`config.mk`:
```
export PLATFORM = sky130hd
export DESIGN_NAME = io_mux_arbiter_flat
export DESIGN_NICKNAME = d
export VERILOG_FILES = /design/src/rtl/io_mux_arbiter_pkg.sv /design/src/rtl/io_mux_arbiter_if.sv /design/src/rtl/io_mux_arbiter_rr_pick.sv /design/src/rtl/io_mux_arbiter.sv /design/src/flat_wrapper.sv
export SDC_FILE = /design/constraint.sdc
export NUM_CORES = 1
export LEC_CHECK = 0
export CAP_MARGIN = 20
export CORE_MARGIN = 4
export CORE_UTILIZATION = 45
export CTS_BUF_LIST = sky130_fd_sc_hd__clkbuf_4 sky130_fd_sc_hd__clkbuf_8 sky130_fd_sc_hd__clkbuf_16
export CTS_CLUSTER_DIAMETER = 30
export DETAILED_ROUTE_END_ITERATION = 7
export HOLD_SLACK_MARGIN = 0.06
export PLACE_DENSITY = 0.73
export SETUP_SLACK_MARGIN = 0.2
export SYNTH_ARGS = -nofsm -noshare
export SYNTH_HDL_FRONTEND = slang
export SYNTH_HIERARCHICAL = 1
export SYNTH_SLANG_ARGS = --single-unit
```
`constraint.sdc`:
```
create_clock -name clk -period 10.92 [get_ports clk]
set_input_delay 3.276 -clock clk [delete_from_list [all_inputs] [get_ports clk]]
set_output_delay 3.276 -clock clk [all_outputs]
set_load 0.005 [all_outputs]
```
`src/rtl/io_mux_arbiter_pkg.sv`:
```
// Shared types and constants for the pad ownership arbiter.
package io_mux_pkg;

  typedef enum logic [1:0] {
    IDLE = 2'd0,
    OWN  = 2'd1,
    TURN = 2'd2
  } state_e;

  localparam int SEL_W    = 4;
  localparam int MAX_PINS = 16;

endpackage

```
`src/rtl/io_mux_arbiter_if.sv`:
```
// Bundle of requester, io_mux and pad buffer signals around the arbiter.
interface io_mux_arbiter_if #(
  parameter int N = 8
);

  logic [N-1:0]                 req;
  logic [N-1:0]                 gnt;
  logic [io_mux_pkg::SEL_W-1:0] sel;
  logic                         sel_valid;
  logic                         mux_o;
  logic                         mux_t;
  logic                         pad_o;
  logic                         pad_t;

  modport master (
    input  req, mux_o, mux_t,
    output gnt, sel, sel_valid, pad_o, pad_t
  );

  modport slave (
    output req, mux_o, mux_t,
    input  gnt, sel, sel_valid, pad_o, pad_t
  );

endinterface

```
`src/rtl/io_mux_arbiter_rr_pick.sv`:
```
// Round-robin winner search: rotate by the pointer, take the lowest set bit,
// then map the rotated index back onto the original request numbering.
module rr_pick
  import io_mux_pkg::*;
#(
  parameter int N = MAX_PINS
) (
  input  logic [N-1:0]     req_i,
  input  logic [SEL_W-1:0] ptr_i,
  output logic             any_o,
  output logic [SEL_W-1:0] winner_o
);

  localparam logic [SEL_W:0] NW = (SEL_W + 1)'(N);

  logic [N-1:0]     rot_s;
  logic [SEL_W-1:0] idx_s;
  logic [SEL_W:0]   sum_s;

  // A shift by N (pointer at 0) yields zero, so the OR leaves req_i unrotated.
  assign rot_s = (req_i >> ptr_i) | (req_i << (NW - {1'b0, ptr_i}));

  // Priority encoder: lowest set bit of the rotated vector wins.
  always_comb begin
    idx_s = {SEL_W{1'b0}};
    for (int i = N - 1; i >= 0; i--) begin
      idx_s = rot_s[i] ? SEL_W'(i) : idx_s;
    end
  end

  assign sum_s    = {1'b0, idx_s} + {1'b0, ptr_i};
  assign winner_o = (sum_s >= NW) ? SEL_W'(sum_s - NW) : SEL_W'(sum_s);
  assign any_o    = |req_i;

endmodule

```
`src/rtl/io_mux_arbiter.sv`:
```
// Pad ownership controller: round-robin grants, forced high-Z turnaround
// between owners and optional preemption of long-holding owners.
module io_mux_arbiter
  import io_mux_pkg::*;
#(
  parameter int C_NUM_OF_PIN = 8,
  parameter int C_TURNAROUND = 2,
  parameter int C_MAX_HOLD   = 0
) (
  input  logic             clk,
  input  logic             rst,
  io_mux_arbiter_if.master mux_if
);

  localparam int TURN_W = (C_TURNAROUND > 1) ? $clog2(C_TURNAROUND) : 1;
  localparam int HOLD_W = (C_MAX_HOLD > 1) ? $clog2(C_MAX_HOLD) : 1;
  localparam logic [TURN_W-1:0]       TURN_LOAD  = TURN_W'(C_TURNAROUND - 1);
  localparam logic [HOLD_W-1:0]       HOLD_LAST  = HOLD_W'((C_MAX_HOLD > 0) ? C_MAX_HOLD - 1 : 0);
  localparam logic [SEL_W-1:0]        LAST_PIN   = SEL_W'(C_NUM_OF_PIN - 1);
  localparam logic [C_NUM_OF_PIN-1:0] GNT_LSB    = C_NUM_OF_PIN'(1);
  localparam bit                      PREEMPT_EN = (C_MAX_HOLD != 0);

  state_e                  state_q, state_d;
  logic [SEL_W-1:0]        sel_q, sel_d;
  logic [C_NUM_OF_PIN-1:0] gnt_q, gnt_d;
  logic                    sel_valid_q, sel_valid_d;
  logic [SEL_W-1:0]        ptr_q, ptr_d;
  logic [TURN_W-1:0]       turn_cnt_q, turn_cnt_d;
  logic [HOLD_W-1:0]       hold_cnt_q, hold_cnt_d;

  logic [C_NUM_OF_PIN-1:0] req_s;
  logic                    any_s;
  logic [SEL_W-1:0]        winner_s;
  logic                    owner_req_s;
  logic                    others_s;
  logic                    preempt_s;
  logic                    leave_s;
  logic                    turn_done_s;
  logic [SEL_W-1:0]        ptr_next_s;

  assign req_s = mux_if.req;

  rr_pick #(
    .N (C_NUM_OF_PIN)
  ) u_rr_pick (
    .req_i    (req_s),
    .ptr_i    (ptr_q),
    .any_o    (any_s),
    .winner_o (winner_s)
  );

  // gnt_q is one-hot on sel_q while owning, so masking avoids a variable index.
  assign owner_req_s = |(req_s & gnt_q);
  assign others_s    = |(req_s & ~gnt_q);
  assign preempt_s   = PREEMPT_EN && (hold_cnt_q == HOLD_LAST) && others_s;
  assign leave_s     = !owner_req_s || preempt_s;
  assign turn_done_s = (turn_cnt_q == {TURN_W{1'b0}});
  assign ptr_next_s  = (sel_q == LAST_PIN) ? {SEL_W{1'b0}} : sel_q + SEL_W'(1'b1);

  // State register.
  always_ff @(posedge clk) begin
    if (rst) begin
      state_q <= IDLE;
    end else begin
      state_q <= state_d;
    end
  end

  // Next-state logic.
  always_comb begin
    state_d = state_q;
    case (state_q)
      IDLE: begin
        state_d = any_s ? OWN : IDLE;
      end
      OWN: begin
        state_d = leave_s ? TURN : OWN;
      end
      TURN: begin
        if (turn_done_s) begin
          state_d = any_s ? OWN : IDLE;
        end else begin
          state_d = TURN;
        end
      end
      default: begin
        state_d = IDLE;
      end
    endcase
  end

  // Next values of the registered outputs, pointer and counters.
  always_comb begin
    sel_d       = sel_q;
    gnt_d       = gnt_q;
    sel_valid_d = sel_valid_q;
    ptr_d       = ptr_q;
    turn_cnt_d  = turn_cnt_q;
    hold_cnt_d  = hold_cnt_q;
    case (state_q)
      IDLE: begin
        if (any_s) begin
          sel_d       = winner_s;
          gnt_d       = GNT_LSB << winner_s;
          sel_valid_d = 1'b1;
          hold_cnt_d  = {HOLD_W{1'b0}};
        end else begin
          gnt_d       = {C_NUM_OF_PIN{1'b0}};
          sel_valid_d = 1'b0;
        end
      end
      OWN: begin
        if (leave_s) begin
          gnt_d       = {C_NUM_OF_PIN{1'b0}};
          sel_valid_d = 1'b0;
          turn_cnt_d  = TURN_LOAD;
          ptr_d       = ptr_next_s;
        end else begin
          hold_cnt_d = (hold_cnt_q == HOLD_LAST) ? hold_cnt_q : hold_cnt_q + HOLD_W'(1'b1);
        end
      end
      TURN: begin
        if (!turn_done_s) begin
          turn_cnt_d = turn_cnt_q - TURN_W'(1'b1);
        end else if (any_s) begin
          sel_d       = winner_s;
          gnt_d       = GNT_LSB << winner_s;
          sel_valid_d = 1'b1;
          hold_cnt_d  = {HOLD_W{1'b0}};
        end else begin
          gnt_d       = {C_NUM_OF_PIN{1'b0}};
          sel_valid_d = 1'b0;
        end
      end
      default: begin
        gnt_d       = {C_NUM_OF_PIN{1'b0}};
        sel_valid_d = 1'b0;
      end
    endcase
  end

  // Output, pointer and counter registers.
  always_ff @(posedge clk) begin
    if (rst) begin
      sel_q       <= {SEL_W{1'b0}};
      gnt_q       <= {C_NUM_OF_PIN{1'b0}};
      sel_valid_q <= 1'b0;
      ptr_q       <= {SEL_W{1'b0}};
      turn_cnt_q  <= {TURN_W{1'b0}};
      hold_cnt_q  <= {HOLD_W{1'b0}};
    end else begin
      sel_q       <= sel_d;
      gnt_q       <= gnt_d;
      sel_valid_q <= sel_valid_d;
      ptr_q       <= ptr_d;
      turn_cnt_q  <= turn_cnt_d;
      hold_cnt_q  <= hold_cnt_d;
    end
  end

  // The pad only follows io_mux while an owner is established; sel is stable then.
  assign mux_if.pad_o     = mux_if.mux_o;
  assign mux_if.pad_t     = (state_q == OWN) ? mux_if.mux_t : 1'b1;
  assign mux_if.gnt       = gnt_q;
  assign mux_if.sel       = sel_q;
  assign mux_if.sel_valid = sel_valid_q;

endmodule

```
`src/flat_wrapper.sv`:
```
// flat-port wrapper written by rule: the top's interface ports become plain ports
module io_mux_arbiter_flat import io_mux_pkg::*;
#(
  parameter int C_NUM_OF_PIN = 8,
  parameter int C_TURNAROUND = 2,
  parameter int C_MAX_HOLD   = 0
)
  (clk, rst, mux_if_req, mux_if_mux_o, mux_if_mux_t, mux_if_gnt, mux_if_sel, mux_if_sel_valid, mux_if_pad_o, mux_if_pad_t);
  io_mux_arbiter_if #(.N(8)) mux_if_i ();
  input  logic clk;
  input  logic rst;
  input wire logic [$bits(mux_if_i.req)-1:0] mux_if_req;
  input wire logic [$bits(mux_if_i.mux_o)-1:0] mux_if_mux_o;
  input wire logic [$bits(mux_if_i.mux_t)-1:0] mux_if_mux_t;
  output wire logic [$bits(mux_if_i.gnt)-1:0] mux_if_gnt;
  output wire logic [$bits(mux_if_i.sel)-1:0] mux_if_sel;
  output wire logic [$bits(mux_if_i.sel_valid)-1:0] mux_if_sel_valid;
  output wire logic [$bits(mux_if_i.pad_o)-1:0] mux_if_pad_o;
  output wire logic [$bits(mux_if_i.pad_t)-1:0] mux_if_pad_t;
  assign mux_if_i.req = mux_if_req;
  assign mux_if_i.mux_o = mux_if_mux_o;
  assign mux_if_i.mux_t = mux_if_mux_t;
  assign mux_if_gnt = mux_if_i.gnt;
  assign mux_if_sel = mux_if_i.sel;
  assign mux_if_sel_valid = mux_if_i.sel_valid;
  assign mux_if_pad_o = mux_if_i.pad_o;
  assign mux_if_pad_t = mux_if_i.pad_t;
  io_mux_arbiter #(.C_NUM_OF_PIN(C_NUM_OF_PIN), .C_TURNAROUND(C_TURNAROUND), .C_MAX_HOLD(C_MAX_HOLD)) u_core (.clk(clk), .rst(rst), .mux_if(mux_if_i));
endmodule
```
# == Word level (Yosys, flattened, before mapping) ==
# Cells that the tools add are included.
# word_totals
out_inout_bits,15
regBits,20
# classes
bitwise_logic,3
magnitude_cmp,1
n_eq_ne,5
add_sub_neg,5
mux,29
reduce_logical,9
shifts,3
# ops
op,n
3-bit 2-to-1 mux,8
8-bit 2-to-1 mux,3
8-bit case mux with 3 select lines,1
4-bit 2-to-1 mux,4
8-bit OR reduction,2
8-bit AND,1
8-bit OR,1
4-bit case mux with 2 select lines,1
2-bit AND reduction,4
"1-bit by 4-bit << shifter with 8-bit output, first input constant",1
8-bit by 5-bit << shifter with 8-bit output,1
8-bit by 4-bit >> shifter with 8-bit output,1
1-bit 2-to-1 mux,7
2-bit case mux with 3 select lines,1
3-bit by 4-bit adder with 5-bit output,1
"5-bit by 4-bit >= comparator with 1-bit output, second input constant",1
"4-bit by 4-bit subtractor with 5-bit output, first input constant",1
"4-bit by 1-bit adder with 4-bit output, second input constant",1
"4-bit by 3-bit == test with 1-bit output, second input constant",1
2-bit 2-to-1 mux,2
"2-bit inequality test, second input constant",2
2-bit nonzero test,2
"4-bit subtractor, second input constant",1
1-bit case mux with 3 select lines,1
6 further kinds,6

# == Logic depth before layout (Yosys ltp) ==
# depth
word_depth,18
depth_mapped,20
ltp_nobuf,17

# == Modules after synthesis ==
# The synthesis kept the hierarchy.
# modules_own_cells
module,seq_area_each_um2,instances,cells_each,area_each_um2
rr_pick,0.0,1,120,887.1
io_mux_arbiter,400.4,1,91,885.8

# == Least setup slack after synthesis ==
# OpenSTA, ideal clock, no wires.
# synth_timing
path_type,input to output
startpoint,in mux_if_mux_t
endpoint,out mux_if_pad_t
t_required_ns,7.644
path_slack_ns,4.237
stages,1
arrival_time_ns,3.407
cell_sequence,nand2b_1
# synth_via
elab_chain_len,1
# synth_lines
item,line,source
start: declaration,flat_wrapper.sv:14,input wire logic [$bits(mux_if_i.mux_t)-1:0] mux_if_mux_t;
1-bit 2-to-1 mux,io_mux_arbiter.sv:163,assign mux_if.pad_t = (state_q == OWN) ? mux_if.mux_t : 1'b1;
end: declaration,flat_wrapper.sv:19,output wire logic [$bits(mux_if_i.pad_t)-1:0] mux_if_pad_t;
# Every way passes these cells.

# == Worst setup path after layout ==
# Ends and elaborated chain as after synthesis.

==> metrics.txt <==
DRT Pass-1 Iters=4; Max FO, Critical Path=1; FF-to-FF End=u_core/mux_if.gnt[0]; number of synthesized flops with an enable pin=0; vias per cell=5.99; Max-Cap Viols=0; num ports=27; Final Hold Fails=0; final setup TNS=0 ns; critical path type=in2out; clock tree sinks=20; CP cell instances=clkdlybuf4s50_1 > nand2b_1 > clkdlybuf4s50_1; RSZ-0062 raised after global routing=false; top-area cell type share of the netlist area=22.6%; Pleak=0.765 nW; FFs w/ async S/R, synth=0%; hold path endpoint=u_core/turn_cnt_q; Post-Syn Area=1770 um2; slowest stage delay, CP=0.50 ns; Longest Clk Path Bufs=2; Post-Syn Instances=211; vias=1,654; Hold Path Class=reg2reg; Post-synth top flop=dfxtp_1; Post-Syn Nets=229; # DRC=0; clock latency on the worst-skew pair=0.25 ns; Final Wtd Congestion=0.945; initial drt markers=141; TritonCTS buffer count=3; period utilization=69.5%; CTS tree=built; vias in the first global route=1,626; die area=5010 um2; Fmax achieved=132 MHz; Rows=22; Unique masters post-synth=60; clk_skew=0.00223 ns; CTS-repair resized insts=0; critical path startpoint category=input port; area grow syn2layout=16.9%; FF-to-FF Start=u_core/ptr_q[1]; critical path required time=7.64 ns; Slew Viols, Final=0; Final Setup Violations=0; Reg clk slew, reported paths=0.07 ns; status=completed; detailed-route wire length per cell=16.2 um; CP arrival=4.31 ns; grt ovf=0; R2R Setup Slk=6.47 ns; Die W=70.8 um; FF-to-FF path depth=17; Yosys Warn Count=6; biggest area consumer among synthesized cells=dfxtp_1; Starting Density=47.4%; Slew HR=58.4%; final WL=4470 um; root buf cell=clkbuf_8; fraction of layout cells with a size suffix above 1=9.21%; fin area=2070 um2; area of the multi-input gates=1280 um2; Max IR drop VDD=150 uV; Layout Nets=247; placed standard-cell area=2020 um2; Final ANT Viol Nets=0; Overall Global Routing Usage=18.7%; slew at the pin with the worst max-slew slack=0.624 ns; CTS H-tree lvls=1; Post-CTS Setup Repair Bufs=0; pwr dens=303 nW/um2; core area=3740 um2; Die Ht=70.8 um; Seq. cell area=400 um2; Worst path most repeated cell=clkdlybuf4s50_1; fin crit period=7.58 ns; Slowest cell on crit path=clkdlybuf4s50_1; IO buf count=24; Mean Syn Cell Area=8.40 um2; Seq/Total Area, Yosys=22.6%; # diodes=0; hold_sp=u_core/turn_cnt_q; largest net degree at the start of global routing=31; WHS Path Cells=2; CTS hold repair buffers=0; crit end category=output pin; post-synthesis register bit count=20; initial antenna violation count=0; crit path launch=mux_if_mux_t; dpl hpwl=3230 um; first-pass GRT wire length=7810 um; Filler Cells Inserted=364; Area contributors post-synth=dfxtp_1 23%, mux2i_1 7.3%, mux4_2 5.1%
==> flip-flops by register name (all words and copies together) (netlist names) <==
signal,flops
u_core/mux_if.gnt,8
u_core/mux_if.sel,4
u_core/ptr_q,4
u_core/mux_if.sel_valid,1
u_core/turn_cnt_q,1
u_core/state_q,2
==> layout by cell type (no fill, tap or decap), types with 6 or more instances in the layout <==
cell type	synthesis	layout
dfxtp_1	20	20
mux2i_1	13	13
o21ai_0	8	8
nor4_1	6	6
o2bb2ai_1	7	7
nor3_1	6	6
a21oi_1	14	14
clkdlybuf4s50_1	0	24
nand2_1	15	15
inv_1	8	8
nor2_1	16	16
nor2b_1	6	6
==> cell usage after synthesis (4+ instances only) <==
cell type / n
a211oi_1: 5
a21oi_1: 14
buf_2: 5
clkbuf_1: 5
dfxtp_1: 20
ha_1: 5
inv_1: 8
mux2i_1: 13
mux4_2: 4
nand2_1: 15
nand2b_1: 5
nand3_1: 5
nor2_1: 16
nor2b_1: 6
nor3_1: 6
nor4_1: 6
o21ai_0: 8
o2bb2ai_1: 7
==> how the worst max path moves through the flow <==
| stage | endpoint | depth (start not counted) |
|---|---|---|
| floorplan | mux_if_pad_t | 1 |
| CTS | mux_if_pad_t | 3 |
| detailed placement | mux_if_pad_t | 3 |
| global placement | mux_if_pad_t | 3 |
| finish | mux_if_pad_t | 3 |
| global route | mux_if_pad_t | 3 |
==> worst max-delay path: cells and delay by family <==
family | cells | cell delay (ns)
buffers and inverters | 2 | 0.95
AND/OR/NAND/NOR | 1 | 0.09
==> cells by family after synthesis <==
| kind of cell | share of synthesized area [%] |
|---|---|
| simple gates | 25.3 |
| fa+ha+maj | 4.66 |
| flops | 22.6 |
| buf+inv | 5.22 |
| mux | 13.7 |
| compound gates | 27.6 |
| xor+xnor | 0.988 |
==> per-layer routing <==
| metal | vias to the layer above | wire length [um] | GRT usage (%) |
|---|---|---|---|
| li1 | 843 | - | - |
| met1 | 771 | 2130 | 25.7 |
| met5 | - | 0 | 0 |
| met2 | 38 | 2210 | 31.2 |
| met4 | 0 | 28 | 5.43 |
| met3 | 2 | 106 | 1.70 |
==> report_power, final <==
part           switching [mW]  total (mW)  internal, mW
sequential             0.0326       0.127        0.0949
combinational           0.246       0.445         0.200
clock                  0.0232      0.0553        0.0320
total                   0.302       0.628         0.327
==> stage by stage <==
stage / utilization (%) / hold slack [ns] / cells / setup slack (ns) / power (mW)
4_1_cts: 55.4 / 0.484 / 276 / 3.33 / 0.626
6_report: 55.4 / 0.485 / 276 / 3.34 / 0.628
5_1_grt: 55.4 / 0.502 / 276 / 3.32 / 0.686
2_1_floorplan: - / 0.454 / 211 / 4.24 / 0.465
3_3_place_gp: 53.9 / 0.472 / 272 / 3.34 / 0.563
3_5_place_dp: 53.9 / 0.470 / 272 / 3.34 / 0.568
==> cell type report <==
cell class / instances / area share [%]
clock buffers: 4 / 2.66
inverters: 8 / 1.45
multi-input cells: 171 / 61.7
well taps: 48 / 2.90
flip-flops and latches: 20 / 19.3
repair buffers: 25 / 11.9
(Power assumes the default switching activity.)
